--- src/rtl/torreta_disparador.sv ---
`default_nettype none
// ============================================================================
// Module      : torreta_disparador
// Description : Trigger mechanism of the turret. It sequences the trigger
//               servo through arm / fire / re-cock dwells, generates the
//               servo PWM and keeps the magazine round count.
// Revision    : 1.0 - initial release
// ============================================================================
module torreta_disparador #(
    parameter int unsigned T_ARMAR      = 25000000,
    parameter int unsigned T_DISPARO    = 15000000,
    parameter int unsigned T_RECARGA    = 25000000,
    parameter int unsigned PERIODO_PWM  = 1000000,
    parameter int unsigned LARG_REPOUSO = 50000,
    parameter int unsigned LARG_ARMADO  = 75000,
    parameter int unsigned LARG_DISPARO = 100000,
    parameter int unsigned MUNICAO_MAX  = 6
) (
    input  logic       clock,
    input  logic       reset,
    input  logic       armar_disparo,
    input  logic       disparar,
    input  logic       recarregar_disparo,
    input  logic       recarregar_municao,
    output logic       disparo_pronto,
    output logic       fim_disparo,
    output logic       disparo_carregado,
    output logic       municao_carregada,
    output logic [3:0] municao,
    output logic       pwm_gatilho,
    output logic [3:0] db_estado
);

    typedef enum logic [3:0] {
        REPOUSO      = 4'd0,
        ARMANDO      = 4'd1,
        ARMADO       = 4'd2,
        DISPARANDO   = 4'd3,
        DISPARADO    = 4'd4,
        RECARREGANDO = 4'd5,
        CARREGADO    = 4'd6
    } estado_t;

    localparam logic [3:0] c_municao_max = 4'(MUNICAO_MAX);

    estado_t     r_estado;
    estado_t     w_proximo;
    logic [31:0] r_timer;
    logic        w_dwell_fim;
    logic        r_disparo_pronto;
    logic        r_fim_disparo;
    logic        r_disparo_carregado;
    logic [3:0]  r_municao;
    logic [31:0] r_pwm_cnt;
    logic [31:0] r_larg;
    logic [31:0] w_larg_req;
    logic [31:0] w_larg_eff;
    logic        r_pwm;

    // Dwell-complete detection: the last cycle of each timed state
    always_comb begin
        w_dwell_fim = 1'b0;
        case (r_estado)
            ARMANDO:      w_dwell_fim = (r_timer == T_ARMAR - 1);
            DISPARANDO:   w_dwell_fim = (r_timer == T_DISPARO - 1);
            RECARREGANDO: w_dwell_fim = (r_timer == T_RECARGA - 1);
            default:      w_dwell_fim = 1'b0;
        endcase
    end

    // Next-state decision; disparar outranks armar, which outranks recarregar
    always_comb begin
        w_proximo = r_estado;
        case (r_estado)
            REPOUSO: begin
                if (disparar)                w_proximo = DISPARANDO;
                else if (armar_disparo)      w_proximo = ARMANDO;
                else if (recarregar_disparo) w_proximo = RECARREGANDO;
            end
            ARMANDO: begin
                if (w_dwell_fim)                       w_proximo = ARMADO;
                else if (!armar_disparo && !disparar)  w_proximo = REPOUSO;
            end
            ARMADO: begin
                if (disparar)            w_proximo = DISPARANDO;
                else if (!armar_disparo) w_proximo = REPOUSO;
            end
            // The servo stroke is mechanical: once started it always completes
            DISPARANDO: begin
                if (w_dwell_fim) w_proximo = DISPARADO;
            end
            DISPARADO: begin
                if (recarregar_disparo) w_proximo = RECARREGANDO;
                else if (!disparar)     w_proximo = REPOUSO;
            end
            RECARREGANDO: begin
                if (w_dwell_fim)              w_proximo = CARREGADO;
                else if (!recarregar_disparo) w_proximo = REPOUSO;
            end
            CARREGADO: begin
                if (!recarregar_disparo) w_proximo = REPOUSO;
            end
            default: w_proximo = REPOUSO;
        endcase
    end

    // Sequencer: state, dwell timer, registered status flags and round count
    always_ff @(posedge clock or posedge reset) begin
        if (reset) begin
            r_estado            <= REPOUSO;
            r_timer             <= '0;
            r_disparo_pronto    <= 1'b0;
            r_fim_disparo       <= 1'b0;
            r_disparo_carregado <= 1'b0;
            r_municao           <= c_municao_max;
        end else begin
            r_estado <= w_proximo;
            if (w_proximo != r_estado)
                r_timer <= '0;
            else if (r_estado == ARMANDO || r_estado == DISPARANDO ||
                     r_estado == RECARREGANDO)
                r_timer <= r_timer + 32'd1;
            else
                r_timer <= '0;

            r_disparo_pronto    <= (r_estado == ARMADO);
            r_fim_disparo       <= (r_estado == DISPARADO);
            r_disparo_carregado <= (r_estado == CARREGADO);

            // A refill on the same edge as a shot leaves the magazine full
            if (recarregar_municao)
                r_municao <= c_municao_max;
            else if (r_estado == DISPARANDO && w_proximo == DISPARADO &&
                     r_municao != 4'd0)
                r_municao <= r_municao - 4'd1;
        end
    end

    // Servo position requested by the current state
    always_comb begin
        case (r_estado)
            ARMANDO, ARMADO:       w_larg_req = LARG_ARMADO;
            DISPARANDO, DISPARADO: w_larg_req = LARG_DISPARO;
            default:               w_larg_req = LARG_REPOUSO;
        endcase
        // At the period boundary the freshly latched width is already in use
        w_larg_eff = (r_pwm_cnt == 32'd0) ? w_larg_req : r_larg;
    end

    // PWM: width latched only at period start so no period is ever truncated
    always_ff @(posedge clock or posedge reset) begin
        if (reset) begin
            r_pwm_cnt <= '0;
            r_larg    <= LARG_REPOUSO;
            r_pwm     <= 1'b0;
        end else begin
            r_pwm_cnt <= (r_pwm_cnt == PERIODO_PWM - 1) ? 32'd0 : r_pwm_cnt + 32'd1;
            if (r_pwm_cnt == 32'd0)
                r_larg <= w_larg_req;
            r_pwm <= (r_pwm_cnt < w_larg_eff);
        end
    end

    assign disparo_pronto    = r_disparo_pronto;
    assign fim_disparo       = r_fim_disparo;
    assign disparo_carregado = r_disparo_carregado;
    assign municao           = r_municao;
    assign municao_carregada = (r_municao != 4'd0);
    assign pwm_gatilho       = r_pwm;
    assign db_estado         = r_estado;

endmodule
`default_nettype wire

--- config.mk ---
export PLATFORM = sky130hd
export DESIGN_NAME = torreta_disparador
export DESIGN_NICKNAME = d
export VERILOG_FILES = /design/src/rtl/torreta_disparador.sv
export SDC_FILE = /design/constraint.sdc
export NUM_CORES = 1
export LEC_CHECK = 0
export CAP_MARGIN = 20
export CORE_MARGIN = 1
export CORE_UTILIZATION = 61
export DETAILED_ROUTE_END_ITERATION = 12
export PLACE_DENSITY = 0.75
export SYNTH_ARGS = -nofsm -noshare
export SYNTH_HDL_FRONTEND = slang
export SYNTH_SLANG_ARGS = --single-unit
export TNS_END_PERCENT = 50
--- constraint.sdc ---
create_clock -name clock -period 4 [get_ports clock]
set_clock_uncertainty 0.05 [all_clocks]
set_input_delay 0.8 -clock clock [delete_from_list [all_inputs] [get_ports clock]]
set_output_delay 0.8 -clock clock [all_outputs]
set_load 0.005 [all_outputs]
# --- Word-level counts from Yosys, hierarchy flattened ---
# Index checks and enable logic that the tools add are counted.
totals:
  regBits: 108
  word_cells: 59
  inputBits: 6
  out_inout_bits: 13
op_classes:
  reduce_logical: 14
  add_sub_neg: 3
  n_eq_ne: 11
  muxes: 21
  magnitude_cmp: 1
op_table:
  columns: ["op", "n"]
  rows:
  - ["two-way mux 32 bit", 4]
  - ["adder 32 x 1 -> 32 bit, second input constant", 2]
  - ["two-way mux 4 bit", 14]
  - ["one-hot mux 17 bit (2 select lines)", 1]
  - ["== test 32 x 20 -> 1 bit, second input constant", 1]
  - ["== test 32 x 24 -> 1 bit, second input constant", 1]
  - ["== test 32 x 25 -> 1 bit, second input constant", 1]
  - ["zero test 32 bit", 1]
  - ["< comparator 32 bit", 1]
  - ["one-hot mux 4 bit (7 select lines)", 1]
  - ["== test 4 x 3 -> 1 bit, second input constant", 4]
  - ["== test 4 x 2 -> 1 bit, second input constant", 2]
  - ["OR reduction 2 bit", 3]
  - ["== test 4 x 1 -> 1 bit, second input constant", 1]
  - ["zero test 4 bit", 1]
  - ["!= test 4 bit", 1]
  - ["nonzero test 4 bit", 1]
  - ["subtractor 4 x 1 -> 4 bit, second input constant", 1]
  - ["logical AND 1 bit", 3]
  - ["zero test 1 bit", 2]
  - ["logical OR 1 bit", 2]
  - ["one-hot mux 1 bit (2 select lines)", 1]
  - ["nonzero test 2 bit", 1]

# --- Longest topological paths before layout ---
# Gate-level depths: netlist of the first run.
depth:
  depth_word: 10
  mapped_depth: 15
  mapped_depth_nobuf: 13

# --- Least setup slack after synthesis of the first run ---
# Ideal clock, no wire load.
synth_path:
  path_kind: "register to register"
  startpoint: "reg r_pwm_cnt[27]"
  endpoint: "reg r_pwm (netlist: pwm_gatilho)"
  arrival_ns: 3.430
  synth_period_minus_slack_ns: 3.606
  path_slack_ns: 0.394
  setup_ns: 0.125
  stages_incl_launch_ff: 11
  path_cell_list: "dfrtp_1 or4_4 or4_4 buf_6 or4_4 buf_6 and2_1 ha_1 a2111oi_0 nand3_1 a2111oi_0"
synth_via:
  elab_chain_cells: 3
synth_rtl:
  columns: ["element", "line", "rtl"]
  rows:
  - ["start, declared", "54", "logic [31:0] r_pwm_cnt;"]
  - ["start signal, assigned", "157", "r_pwm_cnt <= (r_pwm_cnt == PERIODO_PWM - 1) ? 32'd0 : r_pwm_cnt + 32'd1;"]
  - ["zero test 32 bit", "147", "w_larg_eff = (r_pwm_cnt == 32'd0) ? w_larg_req : r_larg;"]
  - ["two-way mux 32 bit", null, null]
  - ["< comparator 32 bit (*)", "160", "r_pwm <= (r_pwm_cnt < w_larg_eff);"]
  - ["end signal, assigned", "160", null]
  - ["end, declared", "58", "logic r_pwm;"]
# Mark *: on every way between the ends. The rest lies on a longest branch, timed or not.
# A chain may end at the register's enable or synchronous reset.

# --- Worst setup path after layout of the first run ---
layout_path:
  startpoint: "reg r_pwm_cnt[22]"
  endpoint: "reg r_pwm (netlist: pwm_gatilho)"
# Same word-level chain as after synthesis.

==> qor.yml, run 1 <==
num_antenna_cells: 0
fmax_mhz: 267
syn_area_sq_um: 5730
ys_seq_elements: 108
cap_violations: 0
nFillCells: 700
synth_area_leader_cell: "dfrtp_1"
syn_to_final_growth_pct: 8.67
hold_viol_final: 0
multi_input_comb_area_sq_um: 2800
max_slew_margin_pct: 54.3
grt_overflow: 0
hold_depth: 2
cts_buffer_depth: 2
chipWidth_um: 98.9
powerDensity_nw_per_um2: 304
first_iter_violations: 132
place.gp.congestion: 0.849
wl_per_cell_um: 15.6
worstHoldStart: "r_larg[28]"
clk_latency_ns: 0.37
synth_fp_nets: 638
cts.sinks: 108
fin_nets: 655
cts_tree: "yes"
totalPowerFinal_mw: 1.89
rsz0062_at_grt: "no"
cts_hold_buf: 0
slew_violations: 0
worstHoldPathType: "reg2reg"
drc: 0
numCtsBuffers: 9
cp-endpoint: "pwm_gatilho"
critPathArrivalTime_ns: 3.93
core-area_sq_um: 8890
path_max_fanout: 8
reg2reg_setup_slack_ns: 0.25
seq_area_frac_synth_pct: 47.4
rr_worst_depth: 11
utilization_pct: 70.0
antenna_found_initial: 0
post_cts_buffers: 0
vias: 4271
rows: 34
r2r_start: "r_pwm_cnt[22]"
vias_per_cell: 5.88
drt_wl_total_um: 11300
synth_edf_count: 0
netlist.area_leader.share_pct: 43.7
detail-route-antenna-nets: 0
finalSetupTns_ns: 0
yosys_warnings: 0
hold_ws_ns: 0.420
drive_gt1_share_pct: 6.47
ir_worst_vdd_uv: 202
h-tree-depth: 3
period_share_pct: 93.6
hpwlAfterDp_um: 8070
cp-startpoint: "r_pwm_cnt[22]"
synthFlopType: "dfrtp_1"
ys_types: 51
r2r_end: "pwm_gatilho"
cts_root_buffer: "clkbuf_8"
placed_cells: 709
yosys-top-cells-area: "dfrtp_1 44%, ha_1 7.9%, xnor2_1 5.4%, nand2_1 4.3%, nor2_1 4.3%"
port_buffers: 18
path_clk_slew_ns: 0.09
outcome: "finished clean"
timing.critical_path.from_type: "flip-flop"
grt_pass1_wl_um: 19700
finalCriticalPeriod_ns: 3.75
synth_area_per_cell_sq_um: 9.61
ioPinCount: 19
post_cts_resized: 0
dr.pass1.iters: 4
finalSetupViolCount: 0
synthCells: 596
async_flop_share_pct: 100
crit_required_ns: 4.18
layout.area.seq_sq_um: 2710
worst_slew_pin_slew_ns: 0.686
stdcell_count: 726
start_util_pct: 64.4
grt_start_max_net_pins: 63
die_height_um: 98.9
p_leak_nw: 2.88
path_class: "reg2reg"
die-area_sq_um: 9780
crit_path_end_kind: "flip-flop"
grt_util_all_layers_pct: 25.6
grt_pass1_vias: 4274
critical path, cell delays in order (launching register included):
cell	delay (ns)
dfrtp_1	0.44
nor4_1	0.39
nand4_1	0.21
or4_4	0.56
or4_4	0.54
and2_1	0.16
ha_1	0.28
nand4_1	0.13
o21ai_0	0.11
o221ai_1	0.21
a21oi_1	0.11
a2111oi_0	0.41
final cells by class:
cell class                 count  area share, %
multi-input combinational    435           44.9
sequential                   108           43.6
timing repair buffer          26           4.14
clock buffer                  12           2.33
tap                          108           2.17
inverter                      33           2.03
clock inverter                 4          0.804
logic make-up after synthesis:
| family | count (synthesis) | synth area share [%] |
|---|---|---|
| buffers and inverters | 53 | 3.80 |
| multiplexers | 3 | 0.546 |
| AO/OA/AOI/OAI | 68 | 7.82 |
| AND/OR/NAND/NOR | 268 | 23.5 |
| other | 1 | 0.0655 |
| adder cells (fa/ha/maj) | 36 | 7.87 |
| flip-flops | 108 | 47.4 |
| XOR/XNOR | 59 | 9.02 |
power breakdown:
part | internal [mW] | switching [mW] | leakage, nW
registers | 1.10 | 0.0197 | 1.46
clock network | 0.306 | 0.359 | 0.0926
logic | 0.0392 | 0.0659 | 1.33
total | 1.45 | 0.444 | 2.88
state kept, by name (all words and copies together), names as in the netlist:
name and count:
fim_disparo 1, disparo_pronto 1, db_estado 4, r_larg 32, disparo_carregado 1, municao 4, r_pwm_cnt 32, r_timer 32
pwm_gatilho 1
Yosys cell counts, types with 3 or more instances:
library cell / instances
a21oi_1: 24
nor4_1: 18
nor4b_1: 4
nand2b_1: 3
nand2_1: 66
and2_1: 4
inv_1: 33
nand3_1: 23
or3_1: 7
and4_1: 6
clkbuf_1: 14
nor3_1: 21
nand4_1: 29
dfstp_2: 8
o21a_1: 6
nor2_1: 65
o21ai_0: 13
nor2b_1: 4
ha_1: 36
or4_4: 3
dfrtp_1: 100
a2111oi_0: 3
xnor2_1: 35
xor2_1: 24
and3_1: 9
a21o_1: 3
buf_2: 3
placed cells by master, fill, tap and decap left out, drive strengths merged, types with 3 or more instances in the layout:
cell and n:
a2111oi 4, a21o 3, a21oi 24, and2 4
and3 9, and4 6, buf 7, clkbuf 12
clkdlybuf4s50 18, dfrtp 100, dfstp 8, ha 36
inv 33, nand2 66, nand2b 3, nand3 23
nand4 29, nor2 65, nor2b 4, nor3 21
nor4 18, nor4b 4, o21a 6, o21ai 14
or3 7, or4 4, xnor2 35, xor2 24
layer usage:
| layer | global-route usage (%) | vias up | part of all wire (%) |
|---|---|---|---|
| li1 | - | 2120 | - |
| met1 | 33.7 | 2085 | 47 |
| met2 | 41.7 | 54 | 48 |
| met3 | 4.61 | 12 | 2.8 |
| met4 | 11.5 | 0 | 1.8 |
| met5 | 0 | - | 0 |
per-stage QoR:
step / worst slack [ns] / instance area (sq um)
after floorplan: 0.318 / 5730
after global placement: 0.418 / 6020
after detailed placement: 0.286 / 6020
after CTS: 0.261 / 6210
after global routing: 0.0216 / 6220
final: 0.255 / 6220
how the worst min path moves through the flow:
| stage | endpoint | slack, ns |
|---|---|---|
| final | r_larg[28] | 0.42 |
| after global placement | r_larg[31] | 0.39 |
| after detailed placement | r_larg[11] | 0.40 |
| after floorplan | r_larg[3] | 0.38 |
| after CTS | r_larg[28] | 0.43 |
| after global routing | r_larg[23] | 0.44 |
Note: power is estimated with default switching activity, not from simulation.
==> run 2: changes to the inputs <==
--- a/config.mk
+++ b/config.mk
@@ -6,10 +6,10 @@
 export NUM_CORES = 1
 export LEC_CHECK = 0
 export CAP_MARGIN = 20
-export CORE_MARGIN = 1
 export CORE_UTILIZATION = 61
 export DETAILED_ROUTE_END_ITERATION = 12
 export PLACE_DENSITY = 0.75
+export SLEW_MARGIN = 10
 export SYNTH_ARGS = -nofsm -noshare
 export SYNTH_HDL_FRONTEND = slang
 export SYNTH_SLANG_ARGS = --single-unit
==> run 2 against run 1 <==
- fmax is 0.13% higher
- setup slack better by 0.0048 ns
- largest cell class unchanged
- critical path type unchanged
- die area stayed put
- highest routed layer unchanged
- clock-buffer cell count stayed put
- core utilization is 0.099 points lower
- flip-flop and latch count stayed put
- critical endpoint unchanged
==> qor.yml, run 2 (synthesis gave the netlist of run 1 again) <==
outcome: "finished clean"
hold_viol_final: 0
detail-route-antenna-nets: 0
grt_util_all_layers_pct: 25.6
post_cts_resized: 0
top_regs: "r_larg (32), r_pwm_cnt (32), r_timer (32)"
mostFrequentLayoutCell: "dfrtp_1"
cts_hold_buf: 0
rr_worst_depth: 11
rows: 34
start_util_pct: 64.4
placed_cells: 709
nFillCells: 705
antenna_found_initial: 0
grt_pass1_wl_um: 19700
num_antenna_cells: 0
clk_latency_ns: 0.37
grt_pass1_vias: 4274
finalSetupTns_ns: 0
slew_violations: 0
hold_depth: 2
drc: 0
die_height_um: 98.9
finalWorstSetupSlack_ns: 0.260
grt_overflow: 0
cap_violations: 0
vias_per_cell: 5.87
cts_root_buffer: "clkbuf_8"
path_class: "reg2reg"
place.gp.congestion: 0.849
dr.pass1.iters: 4
chipWidth_um: 98.9
period_share_pct: 93.5
ioPinCount: 19
drt_wl_total_um: 11300
design_area_sq_um: 6210
die-area_sq_um: 9780
numCtsBuffers: 9
cts.sinks: 108
worstHoldPathType: "reg2reg"
stdcell_count: 726
fmax_mhz: 267
dp_slack_ns: 0.286
cts_buffer_depth: 2
core-area_sq_um: 8890
final_cell_mix: "100 x dfrtp_1, 66 x nand2_1, 65 x nor2_1"
wl_per_cell_um: 15.6
worstPathCellList: "nor4_1, nand4_1, or4_4, or4_4, and2_1, ha_1, nand4_1, o21ai_0, o221ai_1, a21oi_1, a2111oi_0"
port_buffers: 18
finalCriticalPeriod_ns: 3.74
hpwlAfterDp_um: 8070
syn_to_final_growth_pct: 8.52
place_area_sq_um: 6020
worst_slew_pin_slew_ns: 0.800
cp_slowest_stage_delay_ns: 0.56
finalSetupViolCount: 0
totalPowerFinal_mw: 1.89
post_cts_buffers: 0
cts_tree: "yes"
path_max_fanout: 8
ir_worst_vdd_uv: 202
critPathArrivalTime_ns: 3.92
h-tree-depth: 3
timing.critical_path.from_type: "flip-flop"
crit_path_end_kind: "flip-flop"
p_leak_nw: 2.86
rsz0062_at_grt: "no"
fin_nets: 655
grt_start_max_net_pins: 63
vias: 4263
drive_gt1_share_pct: 6.47
powerDensity_nw_per_um2: 304
crit_required_ns: 4.18
crit_slowest_cell: "or4_4"
first_iter_violations: 142
path_clk_slew_ns: 0.10
max_slew_margin_pct: 45.3
run 2: final timing paths:
check                         startpoint       endpoint  slack [ns]
setup / recovery           r_pwm_cnt[10]    pwm_gatilho        0.26
hold / removal                r_larg[28]     r_larg[28]        0.42
max in group asynchronous          reset      r_larg[6]        2.33
hold reg to reg               r_larg[28]     r_larg[28]        0.42
min in group asynchronous          reset  r_pwm_cnt[26]        0.79
setup reg to reg           r_pwm_cnt[10]    pwm_gatilho        0.26
run 2: metal layers:
layer	track usage, %	routed length [um]	up-vias
met5	0	0	-
met4	11.5	200	0
met3	4.61	307	12
met2	41.7	5440	53
met1	33.7	5350	2073
li1	-	-	2125
run 2: power breakdown:
group | leakage, nW | switching [mW] | internal, mW
logic | 1.31 | 0.0657 | 0.0386
registers | 1.46 | 0.0196 | 1.10
clock network | 0.0926 | 0.358 | 0.306
run 2: area by class of cell:
cell class / count / area, sq um / area share (%)
inverter: 33 / 126 / 2.03
timing repair buffer: 26 / 249 / 4.01
multi-input combinational: 435 / 2800 / 45.0
sequential: 108 / 2710 / 43.6
tap: 108 / 135 / 2.17
clock buffer: 12 / 145 / 2.34
clock inverter: 4 / 50.0 / 0.805
run 2: stage by stage:
stage	util, %	hold slack, ns
CTS	69.9	0.425
global route	69.9	0.444
floorplan	-	0.376
global placement	67.7	0.393
finish	69.9	0.420
detailed placement	67.7	0.403
run 2: worst max-delay path, delay by kind of cell, from the launching register on:
| kind | cells | cell delay (ns) |
|---|---|---|
| AO/OA/AOI/OAI | 4 | 0.84 |
| adder cells (fa/ha/maj) | 1 | 0.28 |
| flip-flops | 1 | 0.46 |
| AND/OR/NAND/NOR | 6 | 1.96 |
